`config.mk`:
```
export PLATFORM = sky130hd
export DESIGN_NAME = spi_slave_burst
export DESIGN_NICKNAME = d
export VERILOG_FILES = /design/src/rtl/spi_slave_burst_pkg.sv /design/src/rtl/spi_slave_burst_tx_shifter.sv /design/src/rtl/spi_slave_burst.sv
export SDC_FILE = /design/constraint.sdc
export NUM_CORES = 1
export LEC_CHECK = 0
export CAP_MARGIN = 20
export CORE_MARGIN = 5
export CORE_UTILIZATION = 56
export DETAILED_ROUTE_END_ITERATION = 10
export PLACE_DENSITY = 0.79
export SLEW_MARGIN = 40
export SYNTH_ARGS = -nofsm -noshare
export SYNTH_HDL_FRONTEND = slang
export SYNTH_SLANG_ARGS = --single-unit
```
`constraint.sdc`:
```
create_clock -name clk -period 2.4 [get_ports clk]
set_clock_uncertainty 0.1 [all_clocks]
set_input_delay 0.48 -clock clk [delete_from_list [all_inputs] [get_ports clk]]
set_output_delay 0.48 -clock clk [all_outputs]
set_load 0.01 [all_outputs]
```
`src/rtl/spi_slave_burst_pkg.sv`:
```
// Shared types for the burst SPI slave: FSM states, command codes and payload width helper.
package spi_slave_pkg;

  typedef enum logic [2:0] {
    IDLE,
    RX_HDR,
    WR_BURST,
    RD_WAIT,
    RD_SHIFT,
    DRAIN
  } state_t;

  localparam logic [1:0] CMD_WR_ADDR = 2'b00;
  localparam logic [1:0] CMD_WR_DATA = 2'b01;
  localparam logic [1:0] CMD_RD_ADDR = 2'b10;
  localparam logic [1:0] CMD_RD_DATA = 2'b11;

  // Header payload must carry either an address or a data word.
  function automatic int payload_width(input int addr_w, input int data_w);
    return (addr_w > data_w) ? addr_w : data_w;
  endfunction

endpackage

```
`src/rtl/spi_slave_burst_tx_shifter.sv`:
```
// MISO serialiser: parallel load puts the first bit on MISO at once, then one bit per clk.
// done is high during the last bit's cycle so the controller can act on that same edge.
module spi_tx_shifter #(
  parameter int DATA_WIDTH = 8,
  parameter int LSB_FIRST  = 0
) (
  input  logic                  clk,
  input  logic                  rst,
  input  logic                  load,
  input  logic                  clear,
  input  logic [DATA_WIDTH-1:0] data,
  output logic                  miso,
  output logic                  done
);

  localparam int NW = $clog2(DATA_WIDTH);

  logic [DATA_WIDTH-1:0] sreg;
  logic [NW-1:0]         cnt;
  logic                  active;

  assign done = active && (cnt == NW'(DATA_WIDTH - 1));

  always_ff @(posedge clk) begin
    if (rst || clear) begin
      sreg   <= '0;
      cnt    <= '0;
      active <= 1'b0;
      miso   <= 1'b0;
    end else if (load) begin
      sreg   <= data;
      cnt    <= '0;
      active <= 1'b1;
      miso   <= (LSB_FIRST != 0) ? data[0] : data[DATA_WIDTH-1];
    end else if (active) begin
      if (done) begin
        cnt    <= '0;
        active <= 1'b0;
        miso   <= 1'b0;
      end else begin
        cnt <= cnt + NW'(1);
        // miso takes the bit that becomes the head of sreg after this shift
        if (LSB_FIRST != 0) begin
          sreg <= sreg >> 1;
          miso <= sreg[1];
        end else begin
          sreg <= sreg << 1;
          miso <= sreg[DATA_WIDTH-2];
        end
      end
    end
  end

endmodule

```
`src/rtl/spi_slave_burst.sv`:
```
// SPI slave front-end: deserialises {cmd, payload} frames, supports burst write/read under one SS_n,
// serialises RAM read words onto MISO and flags a read-data command with no pending read address.
module spi_slave_burst
  import spi_slave_pkg::*;
#(
  parameter int ADDR_WIDTH = 8,
  parameter int DATA_WIDTH = 8,
  parameter int LSB_FIRST  = 0,
  parameter int BURST_EN   = 1
) (
  input  logic                                                clk,
  input  logic                                                rst,
  input  logic                                                SS_n,
  input  logic                                                MOSI,
  input  logic                                                tx_valid,
  input  logic [DATA_WIDTH-1:0]                               tx_data,
  output logic                                                rx_valid,
  output logic [payload_width(ADDR_WIDTH, DATA_WIDTH)+1:0]    rx_data,
  output logic                                                MISO,
  output logic                                                frame_err
);

  localparam int W  = payload_width(ADDR_WIDTH, DATA_WIDTH);
  localparam int CW = $clog2(W + 2);

  state_t                state;
  logic [CW-1:0]         cnt;
  logic [1:0]            cmd;
  logic [W-1:0]          pay;
  logic [W-1:0]          pay_nxt;
  logic [DATA_WIDTH-1:0] word;
  logic [DATA_WIDTH-1:0] word_nxt;
  logic                  rd_flag;
  logic                  ld;
  logic                  done;

  always_comb begin
    pay_nxt  = '0;
    word_nxt = '0;
    if (LSB_FIRST != 0) begin
      pay_nxt  = {MOSI, pay[W-1:1]};
      word_nxt = {MOSI, word[DATA_WIDTH-1:1]};
    end else begin
      pay_nxt  = {pay[W-2:0], MOSI};
      word_nxt = {word[DATA_WIDTH-2:0], MOSI};
    end
  end

  assign ld = (state == RD_WAIT) && !SS_n && tx_valid;

  spi_tx_shifter #(
    .DATA_WIDTH(DATA_WIDTH),
    .LSB_FIRST (LSB_FIRST)
  ) u_tx (
    .clk  (clk),
    .rst  (rst),
    .load (ld),
    .clear(SS_n),
    .data (tx_data),
    .miso (MISO),
    .done (done)
  );

  always_ff @(posedge clk) begin
    if (rst) begin
      state     <= IDLE;
      cnt       <= '0;
      cmd       <= '0;
      pay       <= '0;
      word      <= '0;
      rx_valid  <= 1'b0;
      rx_data   <= '0;
      frame_err <= 1'b0;
      rd_flag   <= 1'b0;
    end else begin
      rx_valid  <= 1'b0;
      frame_err <= 1'b0;
      // Deselect abandons any partial frame; rd_flag survives for the next frame.
      if (SS_n) begin
        state <= IDLE;
        cnt   <= '0;
      end else begin
        case (state)
          IDLE: begin
            state <= RX_HDR;
            cnt   <= '0;
          end
          RX_HDR: begin
            if (cnt < CW'(2)) cmd <= {cmd[0], MOSI};
            else              pay <= pay_nxt;
            cnt <= cnt + CW'(1);
            if (cnt == CW'(W + 1)) begin
              cnt <= '0;
              case (cmd)
                CMD_WR_ADDR: begin
                  rx_valid <= 1'b1;
                  rx_data  <= {cmd, pay_nxt};
                  state    <= DRAIN;
                end
                CMD_WR_DATA: begin
                  rx_valid <= 1'b1;
                  rx_data  <= {cmd, pay_nxt};
                  state    <= (BURST_EN != 0) ? WR_BURST : DRAIN;
                end
                CMD_RD_ADDR: begin
                  rx_valid <= 1'b1;
                  rx_data  <= {cmd, pay_nxt};
                  rd_flag  <= 1'b1;
                  state    <= DRAIN;
                end
                default: begin
                  if (rd_flag) begin
                    rx_valid <= 1'b1;
                    rx_data  <= {cmd, pay_nxt};
                    rd_flag  <= 1'b0;
                    state    <= RD_WAIT;
                  end else begin
                    frame_err <= 1'b1;
                    state     <= DRAIN;
                  end
                end
              endcase
            end
          end
          WR_BURST: begin
            word <= word_nxt;
            cnt  <= cnt + CW'(1);
            if (cnt == CW'(DATA_WIDTH - 1)) begin
              cnt      <= '0;
              rx_valid <= 1'b1;
              rx_data  <= {CMD_WR_DATA, W'(word_nxt)};
            end
          end
          RD_WAIT: begin
            if (tx_valid) state <= RD_SHIFT;
          end
          RD_SHIFT: begin
            if (done) begin
              if (BURST_EN != 0) begin
                // Request the next read word from the RAM controller.
                rx_valid <= 1'b1;
                rx_data  <= {CMD_RD_DATA, {W{1'b0}}};
                state    <= RD_WAIT;
              end else begin
                state <= DRAIN;
              end
            end
          end
          DRAIN: state <= DRAIN;
          default: state <= IDLE;
        endcase
      end
    end
  end

endmodule

```
==> results of run 1 <==
[final timing paths]
| kind | startpoint | endpoint | slack [ps] | depth (start not counted) |
|---|---|---|---|---|
| worst max-delay path | state[2] | rx_data[4] | 340 | 4 |
| worst min-delay path | word[6] | word[6] | 370 | 2 |
| worst max register to register | state[2] | rx_data[4] | 340 | 4 |
| worst min register to register | word[6] | word[6] | 370 | 2 |
[tightest hold or removal path: stages (launching register included)]
cell and delay, ps:
dfxtp_1 330, nand2_1 50, a21oi_1 50
[cell type report]
class	count	area (sq um)	share of cell area
multi-input cells	186	1270	0.462
flip-flops and latches	48	961	0.351
repair buffers	35	325	0.119
clock buffers	5	68.8	0.0251
well taps	50	62.6	0.0228
clock inverters	3	42.5	0.0155
inverters	4	15.0	0.00548
[routing by layer]
layer  GRT usage  vias up  wire, um  share of wire
li1            -      984         -              -
met1       0.277      877      2500           0.51
met2       0.273       51      2060           0.42
met3      0.0414        6       242          0.050
met4      0.0593        0        64          0.013
met5           0        -         0              0
[cells by family (layout without fill, tap and decap cells)]
group,count (synthesis),after routing,synth area share
compound gates,74,74,0.235
simple gates,90,90,0.205
mux,18,18,0.0772
buf+inv,24,47,0.0527
fa+ha+maj,4,4,0.0213
flops,48,48,0.409
[cell usage in the layout, fill, tap and decap left out, drive strengths merged, types with 4 or more instances in the layout]
cell and count:
dfxtp 48, nor3 5, clkbuf 5, mux2i 17, nor2 24, a21oi 15
a211oi 17, clkdlybuf4s50 25, ha 4, a22oi 9, nand2b 9, buf 10
nor2b 4, inv 4, a31oi 9, nand3b 7, nand2 24, a22o 9
[where the power goes]
group          total (mW)  switching, mW  leakage [nW]  internal (mW)
Sequential          0.822         0.0121         0.388          0.810
Clock               0.576          0.268        0.0541          0.308
Combinational       0.164         0.0834         0.581         0.0806
Total                1.56          0.363          1.02           1.20
[stage by stage]
| step | area (sq um) | setup slack, ps | hold WS, ps | cells | utilization |
|---|---|---|---|---|---|
| finish | 2740 | 337 | 372 | 331 | 0.680 |
| global route | 2740 | 199 | 387 | 331 | 0.680 |
| CTS | 2740 | 339 | 371 | 331 | 0.680 |
| detailed placement | 2630 | 284 | 359 | 323 | 0.653 |
| global placement | 2630 | 278 | 353 | 323 | 0.653 |
| floorplan | 2350 | 584 | 336 | 258 | - |
[state kept, by name (all words and copies together), names as in the netlist]
signal       cells
word             7
rx_valid         1
rx_data         10
cmd              2
state            3
rd_flag          1
pay              7
frame_err        1
u_tx.active      1
u_tx.sreg        7
cnt              4
u_tx.miso        1
u_tx.cnt         3
==> out/results.ini, run 1 <==
[layout]
areaGrowthSynthToFinish_pct=16.6
layout.nets=297
diodes=0
nFillCells=333
layout-drive-gt1-share=0.110

[clock_network]
cts_sinks=48
insertion_delay_ps=300
cts-root-buf=clkbuf_8
htreeDepth=2
postCtsSetupBuffers=0
clk_pin_slew_ps=90
cts_tree=built
numCtsBuffers=5
postCtsResizedCells=0
clockBufferDepth=2
cts.hold.buffers_added=0

[synthesis]
async_flop_share=0
avgSynthCellArea_sq_um=9.11
synth_top_flop_cell=dfxtp_1
netlist.area_leader.share=0.409
syn-num-nets=275
ys_ff_latch=48
synth_most_common_cell=dfxtp_1
yosysUniqueCellTypes=44
netlist_area_sq_um=2350
synth_area_leaders=dfxtp_1, mux2i_1, a211oi_1, nand2_1, nor2_1
synth_edf_count=0
yosys_warnings=0
synth_top_area_cell=dfxtp_1
ys_seq_area_frac=0.409
ys_top_cells_by_count=dfxtp_1, nand2_1, nor2_1
netlist_instances=258

[placement]
routabilityCongestion=0.758
place_hpwl_um=3500
portBuffers=25

[timing]
period_minus_slack_ps=2060
setup_viol=0
max-slew-margin-rel=0.640
hold_viol=0
tightest_slew_ps=539
period_share=0.860
final.setup.tns_ps=0
slew_viol_final=0
rsz0062_at_grt=false
clock.fmax_mhz=485

[critical_path]
slowest_delay_ps=670
critPathKind=reg -> reg
path_cells=nor3b_2 -> a22oi_1 -> and3_1 -> a211oi_1
end_kind=register
worstPathMaxFanout=17
cpMaxStageDelayCell=dfxtp_1
cp_top_family=simple AND/OR/NAND/NOR gates
worstPathArrival_ps=2170
critPathRequiredTime_ps=2510
cp_num_buf_inv=0
startpoint_type=register

[drt]
drt_first_pass_iters=4
avgViaCountPerCell=5.79
wire_per_inst_um=14.7
wirelength_um=4870
ant_nets=0
vias=1918
drtIter0Drc=174
drc=0

[floorplan]
num_io_pins=26
die-area_sq_um=5590
fp.dieH_um=74.8
start_util=0.584
fp.coreArea_sq_um=4030
rows=23
fp.dieW_um=74.8

[global_routing]
grt_max_degree=29
grt_pass1_vias=1703
antenna_found_initial=0
grt_first_pass_wirelength_um=8080
overflow=0
grt.total_usage=0.188

[status]
outcome=finished, final reports clean

[pwr]
finalPower_mw=1.56
p_per_area_nw_per_um2=570
p_leak_nw=1.02
ir_worst_vdd_uv=407

[min_path]
hp-class=reg -> reg

[run]
max_cap_violations=0

Power figures use the tool's default switching activity.
==> run 2, diff against run 1 <==
Settings changed: PLACE_DENSITY 0.79 to 0.77.
==> out/results.ini, run 2 (synthesized netlist as in run 1, its figures left out) <==
[layout]
multi_input_area_sq_um=1270  ; unchanged
diodes=0  ; unchanged
final_util=0.673  ; -0.00714
layout_common_cells=dfxtp_1, clkdlybuf4s50_1, nand2_1, nor2_1, mux2i_1
largest_register=rx_data
areaGrowthSynthToFinish_pct=15.4
final_common_cell=dfxtp_1
largest_register_ff_count=10  ; unchanged
stdcell_count=330  ; -0.30%
layout.area.seq_sq_um=961  ; unchanged
layout.nets=296  ; -0.34%
nFillCells=380  ; +14%
layout-drive-gt1-share=0.100  ; -0.0103
design_area_sq_um=2710  ; -1.0%

[drt]
wirelength_um=5020  ; +3.0%
avgViaCountPerCell=5.84  ; +0.83%
drt_first_pass_iters=4  ; unchanged
drtIter0Drc=112  ; -36%
vias=1928  ; +0.52%
wire_per_inst_um=15.2  ; +3.3%
drc=0  ; unchanged
ant_nets=0  ; unchanged

[clock_network]
clk_pin_slew_ps=90  ; about the same
numCtsBuffers=5  ; unchanged
cts.hold.buffers_added=0  ; unchanged
cts-root-buf=clkbuf_8
postCtsSetupBuffers=0  ; unchanged
clockBufferDepth=2  ; unchanged
postCtsResizedCells=0  ; unchanged
htreeDepth=2  ; unchanged
cts_tree=built
cts_sinks=48  ; unchanged
insertion_delay_ps=300  ; about the same

[pwr]
ir_worst_vdd_uv=338  ; -17%
seq_power_share=0.559  ; +0.033
finalPower_mw=1.47  ; -5.7%
power_frac_comb=0.110  ; +0.005
p_int_mw=1.13  ; -6.2%
clock_power_share=0.331  ; -0.038
p_switching_mw=0.348  ; -4.3%
p_per_area_nw_per_um2=543  ; -4.7%
swShare=0.236  ; +0.00360
p_leak_nw=1.01  ; -1.3%

[placement]
post-place-cells=322  ; -0.31%
routabilityCongestion=0.816  ; +7.6%
place_hpwl_um=3490  ; -0.18%
place_area_sq_um=2620  ; -0.29%
portBuffers=25  ; unchanged

[run]
max_cap_violations=0  ; unchanged

[global_routing]
grt_pass1_vias=1829  ; +7.4%
grt_first_pass_wirelength_um=8630  ; +6.8%
overflow=0  ; unchanged
grt_max_degree=29  ; unchanged
grt.total_usage=0.198  ; +0.0103
antenna_found_initial=0  ; unchanged

[timing]
hold_viol=0  ; unchanged
setup_viol=0  ; unchanged
max-slew-margin-rel=0.613  ; -0.0269
clock.fmax_mhz=494  ; +1.9%
rsz0062_at_grt=false
period_share=0.844  ; -0.0157
final.setup.tns_ps=0  ; unchanged
tightest_slew_ps=578  ; +39.0 ps
slew_viol_final=0  ; unchanged
period_minus_slack_ps=2030  ; -37.7 ps

[floorplan]
die-area_sq_um=5590  ; unchanged
start_util=0.584  ; unchanged
rows=23  ; unchanged
fp.dieH_um=74.8  ; unchanged
fp.coreArea_sq_um=4030  ; unchanged
num_io_pins=26  ; unchanged
fp.dieW_um=74.8  ; unchanged

[min_path]
hp-class=reg -> reg
min_from=word[6]
holdPathStages=2  ; unchanged

[critical_path]
critPathRequiredTime_ps=2510  ; about the same
worstPathMaxFanout=10  ; -7
worstReg2RegStart=state[0]
end_kind=register
startpoint=state[0]
worstRegToRegCells=5  ; +1
critPathKind=reg -> reg
worstPathArrival_ps=2140  ; -30 ps
startpoint_type=register

[status]
outcome=finished, final reports clean

## run 2: cell count changes in the layout (fill, tap and decap cells not counted), sizes merged
cell	before	now
clkinv	1	0
clkbuf	5	8
bufinv	1	0
clkinvlp	1	0
buf	10	9
## run 2: area by class of cell
class / instances / share of cell area
well taps: 50 / 0.0231
repair buffers: 34 / 0.117
multi-input cells: 186 / 0.467
clock buffers: 8 / 0.0332
inverters: 4 / 0.00554
flip-flops and latches: 48 / 0.354
## run 2: final timing paths
| kind | end | slack (ps) |
|---|---|---|
| hold / removal | word[6] | 370 |
| setup reg to reg | rx_data[1] | 370 |
| hold reg to reg | word[6] | 370 |
| setup / recovery | rx_data[1] | 370 |
## run 2: power groups by stage
stage	Clock, mW	Sequential, mW	Combinational, mW
floorplan	0	0.841	0.0957
global placement	0	0.841	0.160
detailed placement	0	0.842	0.161
CTS	0.498	0.823	0.162
global route	0.530	0.825	0.177
finish	0.488	0.823	0.162
## run 2: worst max-delay path: stages, from the launching register on
cell and delay [ps]:
dfxtp_1 470, buf_4 180, nor3b_2 440, a22oi_1 170, and3_1 340, a211oi_1 240
## run 2: per-stage QoR
stage	setup slack, ps	hold slack [ps]
after floorplan	584	336
after global placement	234	353
after detailed placement	178	357
after CTS	375	369
after global routing	168	399
final	375	370
## run 2: layer usage
metal	part of all wire	wire, um	vias up	GRT usage
met5	0	0	-	0
met4	0.019	93	0	0.0771
met3	0.039	198	7	0.0320
met2	0.44	2220	34	0.290
met1	0.50	2500	903	0.291
li1	-	-	984	-
